`src/rtl/traffic_pkg.sv`:
```
// Shared encodings for the traffic light controller and its phase timer,
// plus helpers that decode the controller's one-hot light outputs.
package traffic_pkg;

    // Matches the controller's s0/s1/s2 state encoding.
    typedef enum logic [1:0] {
        PH_RED    = 2'b00,
        PH_GREEN  = 2'b01,
        PH_YELLOW = 2'b10
    } phase_e;

    typedef enum logic [1:0] {
        S_LOAD  = 2'b00,
        S_COUNT = 2'b01,
        S_FIRE  = 2'b10,
        S_WAIT  = 2'b11
    } tstate_e;

    function automatic logic lights_onehot(input logic r, input logic g, input logic y);
        return (r ^ g ^ y) & ~(r & g & y);
    endfunction

    // Only meaningful when lights_onehot() is true.
    function automatic phase_e lights_to_phase(input logic r, input logic g, input logic y);
        phase_e ph;
        ph = PH_RED;
        if (r)      ph = PH_RED;
        else if (g) ph = PH_GREEN;
        else if (y) ph = PH_YELLOW;
        return ph;
    endfunction

endpackage

```
`src/rtl/traffic_phase_timer_if.sv`:
```
// Signal bundle between the light controller (master) and the phase timer (slave).
interface traffic_phase_timer_if #(
    parameter int CNT_W = 8
);
    logic             Red;
    logic             Green;
    logic             Yellow;
    logic             ped_req;
    logic             advance;
    logic [CNT_W-1:0] remaining;
    logic             ped_ack;
    logic             fault;

    modport master (
        output Red, Green, Yellow, ped_req,
        input  advance, remaining, ped_ack, fault
    );

    modport slave (
        input  Red, Green, Yellow, ped_req,
        output advance, remaining, ped_ack, fault
    );
endinterface

```
`src/rtl/tick_prescaler.sv`:
```
// Divides clk down to a one-cycle tick every TICK_DIV enabled clocks.
module tick_prescaler #(
    parameter int TICK_DIV = 10
) (
    input  logic clk,
    input  logic reset,
    input  logic clear,
    input  logic en,
    output logic tick
);
    localparam int CW = (TICK_DIV > 1) ? $clog2(TICK_DIV) : 1;

    logic [CW-1:0] cnt_q, cnt_d;

    assign tick = en && (cnt_q == CW'(TICK_DIV - 1));

    always_comb begin
        cnt_d = cnt_q;
        if (clear)   cnt_d = '0;
        else if (en) cnt_d = tick ? '0 : cnt_q + CW'(1);
    end

    always_ff @(posedge clk or negedge reset) begin
        if (!reset) cnt_q <= '0;
        else        cnt_q <= cnt_d;
    end
endmodule

```
`src/rtl/traffic_phase_timer.sv`:
```
// Times each controller light phase in prescaled ticks and strobes advance
// when the dwell expires; pedestrian requests may shorten Green.
module traffic_phase_timer
    import traffic_pkg::*;
#(
    parameter int TICK_DIV    = 10,
    parameter int RED_TIME    = 8,
    parameter int GREEN_TIME  = 6,
    parameter int YELLOW_TIME = 2,
    parameter int MIN_GREEN   = 2,
    parameter int CNT_W       = 8
) (
    input  logic                 clk,
    input  logic                 reset,
    traffic_phase_timer_if.slave bus
);
    tstate_e          state_q, state_d;
    phase_e           phase_q, phase_d;
    logic [CNT_W-1:0] remaining_q, remaining_d;
    logic             pend_q, pend_d;
    logic             fault_q, fault_d;

    logic             lights_ok;
    phase_e           phase_in;
    logic [CNT_W-1:0] phase_dur;
    logic [CNT_W-1:0] rem_new;
    logic [CNT_W-1:0] green_elapsed;
    logic             tick;
    logic             ped_ack_c;

    assign lights_ok = lights_onehot(bus.Red, bus.Green, bus.Yellow);
    assign phase_in  = lights_to_phase(bus.Red, bus.Green, bus.Yellow);

    tick_prescaler #(.TICK_DIV(TICK_DIV)) u_prescaler (
        .clk   (clk),
        .reset (reset),
        .clear (state_q == S_LOAD),
        .en    (state_q == S_COUNT),
        .tick  (tick)
    );

    always_comb begin
        case (phase_in)
            PH_GREEN:  phase_dur = CNT_W'(GREEN_TIME);
            PH_YELLOW: phase_dur = CNT_W'(YELLOW_TIME);
            default:   phase_dur = CNT_W'(RED_TIME);
        endcase
    end

    // Saturating decrement; remaining never wraps below zero.
    always_comb begin
        rem_new = remaining_q;
        if (tick && (remaining_q != '0)) rem_new = remaining_q - CNT_W'(1);
    end

    assign green_elapsed = CNT_W'(GREEN_TIME) - rem_new;

    always_comb begin
        state_d     = state_q;
        phase_d     = phase_q;
        remaining_d = remaining_q;
        pend_d      = pend_q | bus.ped_req;
        fault_d     = ~lights_ok;
        ped_ack_c   = 1'b0;

        if (!lights_ok) begin
            state_d = S_LOAD;
        end else begin
            case (state_q)
                S_LOAD: begin
                    remaining_d = phase_dur;
                    phase_d     = phase_in;
                    state_d     = S_COUNT;
                    // Serving the request wins over a same-cycle new request.
                    if ((phase_in == PH_RED) && pend_q) begin
                        pend_d    = 1'b0;
                        ped_ack_c = 1'b1;
                    end
                end
                S_COUNT: begin
                    if (phase_in != phase_q) begin
                        state_d = S_LOAD;
                    end else begin
                        remaining_d = rem_new;
                        if (rem_new == '0)
                            state_d = S_FIRE;
                        else if ((phase_q == PH_GREEN) && pend_q &&
                                 (green_elapsed >= CNT_W'(MIN_GREEN)))
                            state_d = S_FIRE;
                    end
                end
                S_FIRE: state_d = S_WAIT;
                S_WAIT: if (phase_in != phase_q) state_d = S_LOAD;
                default: state_d = S_LOAD;
            endcase
        end
    end

    always_ff @(posedge clk or negedge reset) begin
        if (!reset) begin
            state_q     <= S_LOAD;
            phase_q     <= PH_RED;
            remaining_q <= '0;
            pend_q      <= 1'b0;
            fault_q     <= 1'b0;
        end else begin
            state_q     <= state_d;
            phase_q     <= phase_d;
            remaining_q <= remaining_d;
            pend_q      <= pend_d;
            fault_q     <= fault_d;
        end
    end

    assign bus.advance   = (state_q == S_FIRE);
    assign bus.remaining = remaining_q;
    assign bus.ped_ack   = ped_ack_c;
    assign bus.fault     = fault_q;
endmodule

```
`src/flat_wrapper.sv`:
```
// flat-port wrapper written by rule: the top's interface ports become plain ports
module traffic_phase_timer_flat import traffic_pkg::*;
#(
    parameter int TICK_DIV    = 10,
    parameter int RED_TIME    = 8,
    parameter int GREEN_TIME  = 6,
    parameter int YELLOW_TIME = 2,
    parameter int MIN_GREEN   = 2,
    parameter int CNT_W       = 8
)
  (clk, reset, bus_Red, bus_Green, bus_Yellow, bus_ped_req, bus_advance, bus_remaining, bus_ped_ack, bus_fault);
  traffic_phase_timer_if #(.CNT_W(CNT_W)) bus_i ();
  input  logic clk;
  input  logic reset;
  input wire logic [$bits(bus_i.Red)-1:0] bus_Red;
  input wire logic [$bits(bus_i.Green)-1:0] bus_Green;
  input wire logic [$bits(bus_i.Yellow)-1:0] bus_Yellow;
  input wire logic [$bits(bus_i.ped_req)-1:0] bus_ped_req;
  output wire logic [$bits(bus_i.advance)-1:0] bus_advance;
  output wire logic [$bits(bus_i.remaining)-1:0] bus_remaining;
  output wire logic [$bits(bus_i.ped_ack)-1:0] bus_ped_ack;
  output wire logic [$bits(bus_i.fault)-1:0] bus_fault;
  assign bus_i.Red = bus_Red;
  assign bus_i.Green = bus_Green;
  assign bus_i.Yellow = bus_Yellow;
  assign bus_i.ped_req = bus_ped_req;
  assign bus_advance = bus_i.advance;
  assign bus_remaining = bus_i.remaining;
  assign bus_ped_ack = bus_i.ped_ack;
  assign bus_fault = bus_i.fault;
  traffic_phase_timer #(.TICK_DIV(TICK_DIV), .RED_TIME(RED_TIME), .GREEN_TIME(GREEN_TIME), .YELLOW_TIME(YELLOW_TIME), .MIN_GREEN(MIN_GREEN), .CNT_W(CNT_W)) u_core (.clk(clk), .reset(reset), .bus(bus_i));
endmodule
```
`config.mk`:
```
export PLATFORM = sky130hd
export DESIGN_NAME = traffic_phase_timer_flat
export DESIGN_NICKNAME = d
export VERILOG_FILES = /design/src/rtl/traffic_pkg.sv /design/src/rtl/traffic_phase_timer_if.sv /design/src/rtl/tick_prescaler.sv /design/src/rtl/traffic_phase_timer.sv /design/src/flat_wrapper.sv
export SDC_FILE = /design/constraint.sdc
export NUM_CORES = 1
export LEC_CHECK = 0
export CAP_MARGIN = 0
export CORE_AREA = 2 2 77 64
export CTS_BUF_LIST = sky130_fd_sc_hd__clkbuf_4 sky130_fd_sc_hd__clkbuf_8
export DETAILED_ROUTE_END_ITERATION = 12
export DIE_AREA = 0 0 79 66
export GPL_ROUTABILITY_DRIVEN = 1
export SLEW_MARGIN = 5
export SYNTH_ARGS = -nofsm -noshare
export SYNTH_HDL_FRONTEND = slang
export SYNTH_SLANG_ARGS = --single-unit
```
`constraint.sdc`:
```
create_clock -name clk -period 5.2 [get_ports clk]
set_input_delay 0.78 -clock clk [delete_from_list [all_inputs] [get_ports clk]]
set_output_delay 0.78 -clock clk [all_outputs]
set_load 0.05 [all_outputs]
```
* Word level (Yosys, flattened, before mapping)
Cells that the tools add are included.
Word-level totals: register bits 18, word-level logic and storage cells 64
Operators by class: $add $sub $neg 3, magnitude comparators 1, equality and inequality tests 11, multiplexer cells 22, bitwise operators 8, reduce and logical (&&, ||, !) cells 13
Operators by type and width (count):
- $mux 2 | 8
- $mux 8 | 2
- $pmux 8 s2 | 1
- $mux 4 | 3
- $ge 8x2->1 const B | 1
- $logic_not 8->1 | 1
- $pmux 2 s4 | 1
- $pmux 4 s2 | 1
- $reduce_bool 8->1 | 1
- $sub 3x8->8 const A | 1
- $sub 8x1->8 const B | 1
- $eq 2x1->1 const B | 3
- $eq 2x2->1 const B | 3
- $mux 1 | 6
- $logic_and 1x1->1 | 5
- $ne 5x5->1 const B | 1
- $add 4x1->4 const B | 1
- $eq 4x4->1 const B | 1
- $logic_not 2->1 | 2
- $reduce_and 2->1 | 2
- $and 1x1->1 | 3
- $ne 3x3->1 const B | 1
- $reduce_and 3->1 | 1
- $ne 2x2->1 | 1
- other kinds (5) | 7

* Longest topological paths before layout
Gate-level depths: netlist of the first run.
depth in word-level cells 12, mapped depth 14, gate-level depth less buffers 13

* Cells and area by module
Synthesis of the first run repeated with hierarchy kept, for this count alone.
Unflattened totals: cell total of the unflattened synthesis 176, area total of the unflattened synthesis 1451.4 um^2
By module, submodules not included:
- traffic_phase_timer | times used 1, cells each 150, area an instance 1213.7 um^2, seq. area each 350.3 um^2
- tick_prescaler | times used 1, cells each 26, area an instance 237.7 um^2, seq. area each 100.1 um^2

* Least setup slack after synthesis of the first run
OpenSTA, ideal clock, no wires.
path type flip-flop to flip-flop, start point reg u_core.remaining_q[0], in the netlist u_core.bus.remaining[0], end point reg u_core.state_q[0], setup time 94 ps, arrival time 2839 ps, path slack 2267 ps, stages on the path, launching flop included 13, clock period less this slack 2933 ps, cell sequence dfrtp_1 -> clkbuf_1 -> inv_1 -> ha_1 -> nor4b_2 -> nand2_1 -> o21ai_1 -> o21ai_0 -> inv_1 -> ha_1 -> and4bb_2 -> nand4_1 -> a221oi_2
On the way: longest elaborated chain between the ends 8, elaborated cells between the ends (all ways) 14, classes of those cells add/sub (2); order compare (1); eq/ne (1); mux (5); reduce/logical (5)
Ends and longest elaborated chain:
- start, declared | RTL line traffic_phase_timer.sv:19 | logic [CNT_W-1:0] remaining_q, remaining_d;
- start signal, assigned | RTL line traffic_phase_timer.sv:109 | remaining_q <= remaining_d;
- branches (longest 2 deep; another with $sub 8x1->8)
- $mux 8 * | RTL line traffic_phase_timer.sv:53 | if (tick && (remaining_q != '0)) rem_new = remaining_q - CNT_W'(1);
- $sub 3x8->8 or $logic_not 8->1 (tied branches) | RTL line traffic_phase_timer.sv:56, traffic_phase_timer.sv:85
- $ge 8x2->1 or $mux 2 (tied branches) | RTL line traffic_phase_timer.sv:88, traffic_phase_timer.sv:85
- $logic_and 1x1->1 or $mux 2 (tied branches) | RTL line traffic_phase_timer.sv:87, traffic_phase_timer.sv:81
- $ne 5x5->1 (no line) or $pmux 2 s4 (tied branches)
- $reduce_and 2->1 (no line) or $mux 2 (tied branches)
- end signal, assigned | RTL line traffic_phase_timer.sv:107 | state_q <= state_d;
- end, declared | RTL line traffic_phase_timer.sv:17 | tstate_e state_q, state_d;
Mark *: on every way between the ends. A chain may end at the register's enable or synchronous reset.

* Worst setup path in the final report of the first run
start point in bus_Red, end point out bus_ped_ack
On the way: longest elaborated chain between the ends 6, elaborated cells between the ends (all ways) 12, classes of those cells mux (4); bitwise (6); reduce/logical (2)
Ends and longest elaborated chain:
- start, declared | RTL line flat_wrapper.sv:15 | input wire logic [$bits(bus_i.Red)-1:0] bus_Red;
- $mux 2 | RTL line traffic_pkg.sv:27 | if (r) ph = PH_RED;
- $logic_not 2->1 | RTL line traffic_phase_timer.sv:75 | if ((phase_in == PH_RED) && pend_q) begin
- $logic_and 1x1->1 | RTL line traffic_phase_timer.sv:75
- $mux 1 | RTL line traffic_phase_timer.sv:75
- $mux 1 | RTL line traffic_phase_timer.sv:69 | case (state_q)
- $mux 1 * | RTL line traffic_phase_timer.sv:66 | if (!lights_ok) begin
- end, declared | RTL line flat_wrapper.sv:21 | output wire logic [$bits(bus_i.ped_ack)-1:0] bus_ped_ack;
Every way passes the cells marked *; elsewhere a longest branch is shown, timed or not.

==> results of run 1 <==
## worst paths after layout
kind / startpoint / endpoint / cells after the start
setup / recovery: bus_Red / bus_ped_ack / 8
max in group asynchronous: reset / u_core.u_prescaler.cnt_q[3]$_DFFE_PN0P_ / 1
setup reg to reg: u_core.bus.remaining[0]$_DFFE_PN0P_ / u_core.state_q[0]$_DFFE_PN0P_ / 12
hold / removal: u_core.u_prescaler.cnt_q[1]$_DFFE_PN0P_ / u_core.u_prescaler.cnt_q[1]$_DFFE_PN0P_ / 2
hold reg to reg: u_core.u_prescaler.cnt_q[1]$_DFFE_PN0P_ / u_core.u_prescaler.cnt_q[1]$_DFFE_PN0P_ / 2
min in group asynchronous: reset / u_core.bus.remaining[6]$_DFFE_PN0P_ / 1
## sequential cells by signal, indices dropped and copies added, names as in the netlist
signal,flops
u_core.state_q,2
u_core.u_prescaler.cnt_q,4
u_core.bus.fault,1
u_core.phase_q,2
u_core.pend_q,1
u_core.bus.remaining,8
## through the flow
| step | hold slack [ns] | total power [W] | std cells | cell area (µm²) | worst slack (ns) |
|---|---|---|---|---|---|
| 2_1_floorplan | 0.477 | 0.000548 | 173 | 1500 | 2.27 |
| 3_3_place_gp | 0.514 | 0.000658 | 242 | 1700 | 1.30 |
| 3_5_place_dp | 0.528 | 0.000655 | 242 | 1700 | 1.23 |
| 4_1_cts | 0.544 | 0.000760 | 245 | 1740 | 1.22 |
| 5_1_grt | 0.590 | 0.000827 | 245 | 1740 | 1.10 |
| 6_report | 0.541 | 0.000756 | 245 | 1740 | 1.21 |
## synthesized netlist by cell type (4+ instances only)
cell type	number
a31oi_1	4
dfrtp_1	18
a21oi_1	9
nor3_1	5
xor2_1	4
ha_1	9
nand4_1	4
nor2b_1	5
nor2_1	14
o21ai_0	11
inv_1	13
nand2_1	14
## power groups by stage
stage	logic, W	clock network [W]	registers, W
2_1_floorplan	0.000300	0	0.000248
3_3_place_gp	0.000428	0	0.000230
3_5_place_dp	0.000425	0	0.000230
4_1_cts	0.000428	0.000105	0.000227
5_1_grt	0.000476	0.000114	0.000237
6_report	0.000430	0.0000986	0.000228
## kinds of logic (layout without fill, tap and decap cells)
logic type      Yosys count  in the layout  synth area share
simple gates             70             70             0.296
compound gates           43             43             0.185
buf+inv                  21             33            0.0624
flops                    18             18             0.300
fa+ha+maj                 9              9            0.0749
xor+xnor                  7              7            0.0458
mux                       5              5            0.0358
## cell type report
class                   instances  area share
repair buffers                 17      0.0963
clock buffers                   3      0.0237
multi-input cells             134       0.550
well taps                      60      0.0431
flip-flops and latches         18       0.259
inverters                      13      0.0280
## cells in the final DEF, fill, tap and decap left out, drive strengths merged, types with 2 or more instances in the layout
master,n
dfrtp,18
clkdlybuf4s50,16
nor2,15
nand2,15
o21ai,14
inv,13
a21oi,9
ha,9
nor3,6
nor2b,5
a31oi,5
nand4,5
xor2,4
nand3b,3
nand3,3
o31ai,3
mux2,3
clkbuf,3
xnor2,3
nor4,3
nor3b,2
and3,2
and2b,2
mux2i,2
a211oi,2
nor4b,2
or4b,2
## per-layer routing
| metal | routed length (µm) | part of all wire |
|---|---|---|
| met2 | 1470 | 0.45 |
| met5 | 0 | 0 |
| met3 | 133 | 0.040 |
| met1 | 1670 | 0.51 |
| met4 | 18 | 0.0055 |
## critical path, stage by stage
cell             delay, ns
clkdlybuf4s50_1       0.51
inv_1                 0.05
ha_1                  0.28
nor2_1                0.09
a21oi_1               0.09
nor3_1                0.35
and3_1                0.24
clkdlybuf4s50_1       0.81
==> flow_summary.toml, run 1 <==
[setup_path]
path_class = "primary input to output pin"
crit_path_start_kind = "primary input"
worstPathArrival_ns = 3.21
crit_fanout = 5
worstPathRequired_ns = 4.42
reg2reg_slack_ns = 2.27
end_kind = "output pin"

[clocking]
root_buffer = "clkbuf_8"
clkLatencyLatePin_ns = 0.25
cts_tree = "built"
clkTransAtPathRegs_ns = 0.07
numClockSinks = 18
ctsHtreeMaxLevel = 1
numCtsBuffers = 3
postCtsSetupRepairBufs = 0
postCtsHoldBufs = 0
cts-resized-gates = 0
clk_path_buf_depth = 2

[run]
maxCapViolations = 0

[synth]
synth_top_cell_area_share = 0.300
async_flop_share = 1.00
synth_seq_cells = 18
synthesis.nets = 188
synth_area_leader_cell = "dfrtp_1"
netlist_area_um2 = 1500
synth_edf_count = 0
synthFlopType = "dfrtp_1"
ys_types = 54
ys_top_cells_by_area = "dfrtp_1, ha_1, o21ai_0"
seq_area_frac_synth = 0.300
yosys_warnings = 0
synth.avg_cell_area_um2 = 8.69
synthCells = 173

[finish]
regArea_um2 = 450
insertedDiodeCount = 0
nNetsFinal = 202
multiInputGateArea_um2 = 958
fill_cells = 485
drive_gt1_frac = 0.103
post-route-util = 0.391
area_growth_pct = 15.9

[place]
dp_hpwl_um = 2520
port_buffers = 16
gp_congestion = 0.895

[power]
power_density_nw_per_um2 = 434
p_sw_frac = 0.484
max-vdd-ir-drop_mv = 0.183
p_leak_nw = 0.700
clkPwrFrac = 0.130
p_int_w = 0.000391
p_sw_w = 0.000366
comb_power_share = 0.568
seq_power_share = 0.301

[global_route]
grt_pass1_wl_um = 5890
use_met3 = 0.0369
antenna_found_initial = 0
grt_max_degree = 19
busiest_layer = "met2"
use_met1 = 0.205
grt_overflow_total = 0
grt_usage = 0.144
grt_pass1_vias = 1248
met2_usage = 0.220

[floorplan]
start_util = 0.337
dieArea_um2 = 5210
rows = 22
die_w_um = 79
ios = 17
core_um2 = 4460
die_y_um = 66

[sta]
fin_crit_sh = 0.767
post-route-min-period_ns = 3.99
skew_ns = 0.00114
rsz0062_at_grt = "false"
slew_headroom = 0.434
final-setup-viol-count = 0
fmax_mhz = 251
setup-tns-final_ns = 0
finalHoldViolCount = 0
slew_viol_final = 0
worstMarginPinSlew_ns = 0.847

[drt]
vias = 1279
drt_iter0_drc = 78
drc = 0
wl_per_cell_um = 13.5
firstDrtPassIters = 4
drtAntennaViolNets = 0
routed_via_density = 5.22
wirelength_um = 3300

[worst_hold_path]
hold_path.class = "register to register"

[run_status]
status = "finished clean"
No activity file was read; power rests on OpenSTA's default activity.
==> inputs of run 2 (changes only) <==
- clock period: 5.2 -> 3.45 ns (I/O delays scaled with it)
==> flow_summary.toml, run 2 (synthesized netlist as in run 1, its figures left out) <==
[global_route]
use_met1 = 0.211
grt_usage = 0.145
antenna_found_initial = 0
grt_pass1_wl_um = 5950
grt_pass1_vias = 1242
grt_overflow_total = 0
busiest_layer = "met2"
met2_usage = 0.213
grt_max_degree = 19
use_met3 = 0.0328

[finish]
nNetsFinal = 203
stdcell_count = 246
final_common_cell = "dfrtp_1"
regArea_um2 = 450
drive_gt1_frac = 0.113
multiInputGateArea_um2 = 958
area_growth_pct = 17.1
layout_common_cells = "dfrtp_1, clkdlybuf4s50_1, nor2_1, nand2_1, inv_1"
fill_cells = 478
largest_reg_flops = 8
insertedDiodeCount = 0

[setup_path]
worstPathRequired_ns = 3.62
r2r-end = "u_core.state_q[0]$_DFFE_PN0P_"
crit_path_start_kind = "register"
crit_fanout = 9
worstRegToRegCells = 12
cp_slowest_cell = "dfrtp_1"
crit_chain = "inv_1, ha_1, nor4b_2, nand2_1, o21ai_1, nand2_1, o21ai_0, inv_1, ha_1, and4bb_2, nand4_1, a221oi_2"
worstPathArrival_ns = 3.01
reg2reg_slack_ns = 0.61
path_class = "register to register"
r2r_start = "u_core.bus.remaining[0]$_DFFE_PN0P_"
end_kind = "register"
critPathMaxStageDelay_ns = 0.48

[clocking]
clkTransAtPathRegs_ns = 0.07
numCtsBuffers = 3
clkLatencyLatePin_ns = 0.26
cts_tree = "built"
ctsHtreeMaxLevel = 1
root_buffer = "clkbuf_8"
cts-resized-gates = 0
clk_path_buf_depth = 2
numClockSinks = 18
postCtsHoldBufs = 0
postCtsSetupRepairBufs = 0

[power]
p_leak_nw = 0.710
power_density_nw_per_um2 = 653
max-vdd-ir-drop_mv = 0.294
power_w = 0.00115

[worst_hold_path]
min_from = "u_core.pend_q$_DFF_PN0_"
hold_path.class = "register to register"
min_to = "u_core.pend_q$_DFF_PN0_"
holdPathStages = 2

[sta]
skew_ns = 0.00500
finalHoldViolCount = 0
rsz0062_at_grt = "false"
worstMarginPinSlew_ns = 0.815
final-setup-viol-count = 0
slew_viol_final = 0
fmax_mhz = 352
post-route-min-period_ns = 2.84
setup-tns-final_ns = 0
fin_crit_sh = 0.823
slew_headroom = 0.455

[run]
maxCapViolations = 0

[place]
gp_congestion = 0.887
dp_cells = 243
dp_hpwl_um = 2540
port_buffers = 16

[floorplan]
dieArea_um2 = 5210
core_um2 = 4460
start_util = 0.337
die_y_um = 66
rows = 22
die_w_um = 79
ios = 17

[drt]
drc = 0
drtAntennaViolNets = 0
wirelength_um = 3350
wl_per_cell_um = 13.6
vias = 1304
drt_iter0_drc = 118
firstDrtPassIters = 4
routed_via_density = 5.30

[run_status]
status = "finished clean"
==> run 2: cell count changes in the layout (fill, tap and decap cells not counted), sizes merged <==
cell           previous run  this run
buf                       1         3
clkdlybuf4s50            16        15
==> run 2: final cells by class <==
type                       instances  area share
inverter                          13      0.0277
sequential                        18       0.256
tap                               60      0.0427
clock buffer                       3      0.0235
timing repair buffer              18       0.105
multi-input combinational        134       0.545
==> run 2: per-stage QoR <==
| step | instance area [µm²] | setup slack, ns | hold slack, ns | util |
|---|---|---|---|---|
| floorplan | 1500 | 0.517 | 0.222 | - |
| global placement | 1720 | 0.622 | 0.512 | 0.385 |
| detailed placement | 1720 | 0.624 | 0.516 | 0.385 |
| CTS | 1760 | 0.608 | 0.533 | 0.395 |
| global route | 1760 | 0.343 | 0.572 | 0.395 |
| finish | 1760 | 0.609 | 0.518 | 0.395 |
==> run 2: critical path, delay by kind of cell, from the launching register on <==
family / cells / cell delay, ns
compound gates: 3 / 0.74
fa+ha+maj: 2 / 0.40
buf+inv: 2 / 0.24
flops: 1 / 0.48
simple gates: 5 / 0.88
==> run 2: worst max path at each step <==
stage / from / end / slack, ns / cells after the start
after detailed placement: bus_Red / bus_ped_ack / 0.62 / 8
after global placement: bus_Red / bus_ped_ack / 0.62 / 8
after CTS: bus_Red / bus_ped_ack / 0.61 / 8
final: u_core.bus.remaining[0]$_DFFE_PN0P_ / u_core.state_q[0]$_DFFE_PN0P_ / 0.61 / 12
after global routing: u_core.bus.remaining[0]$_DFFE_PN0P_ / u_core.state_q[0]$_DFFE_PN0P_ / 0.34 / 12
after floorplan: u_core.bus.remaining[0]$_DFFE_PN0P_ / u_core.state_q[0]$_DFFE_PN0P_ / 0.52 / 12
==> run 2: report_power, final <==
| part | switching [W] | leakage [nW] | internal, W |
|---|---|---|---|
| clock | 0.0000751 | 0.0216 | 0.0000778 |
| sequential | 0.0000846 | 0.236 | 0.000254 |
| combinational | 0.000395 | 0.452 | 0.000263 |
| total | 0.000555 | 0.710 | 0.000594 |
==> run 2: per-layer routing <==
layer  up-vias  wire, µm
li1        653         -
met1       623      1790
met2        26      1400
met3         2       130
met4         0        24
met5         -         0
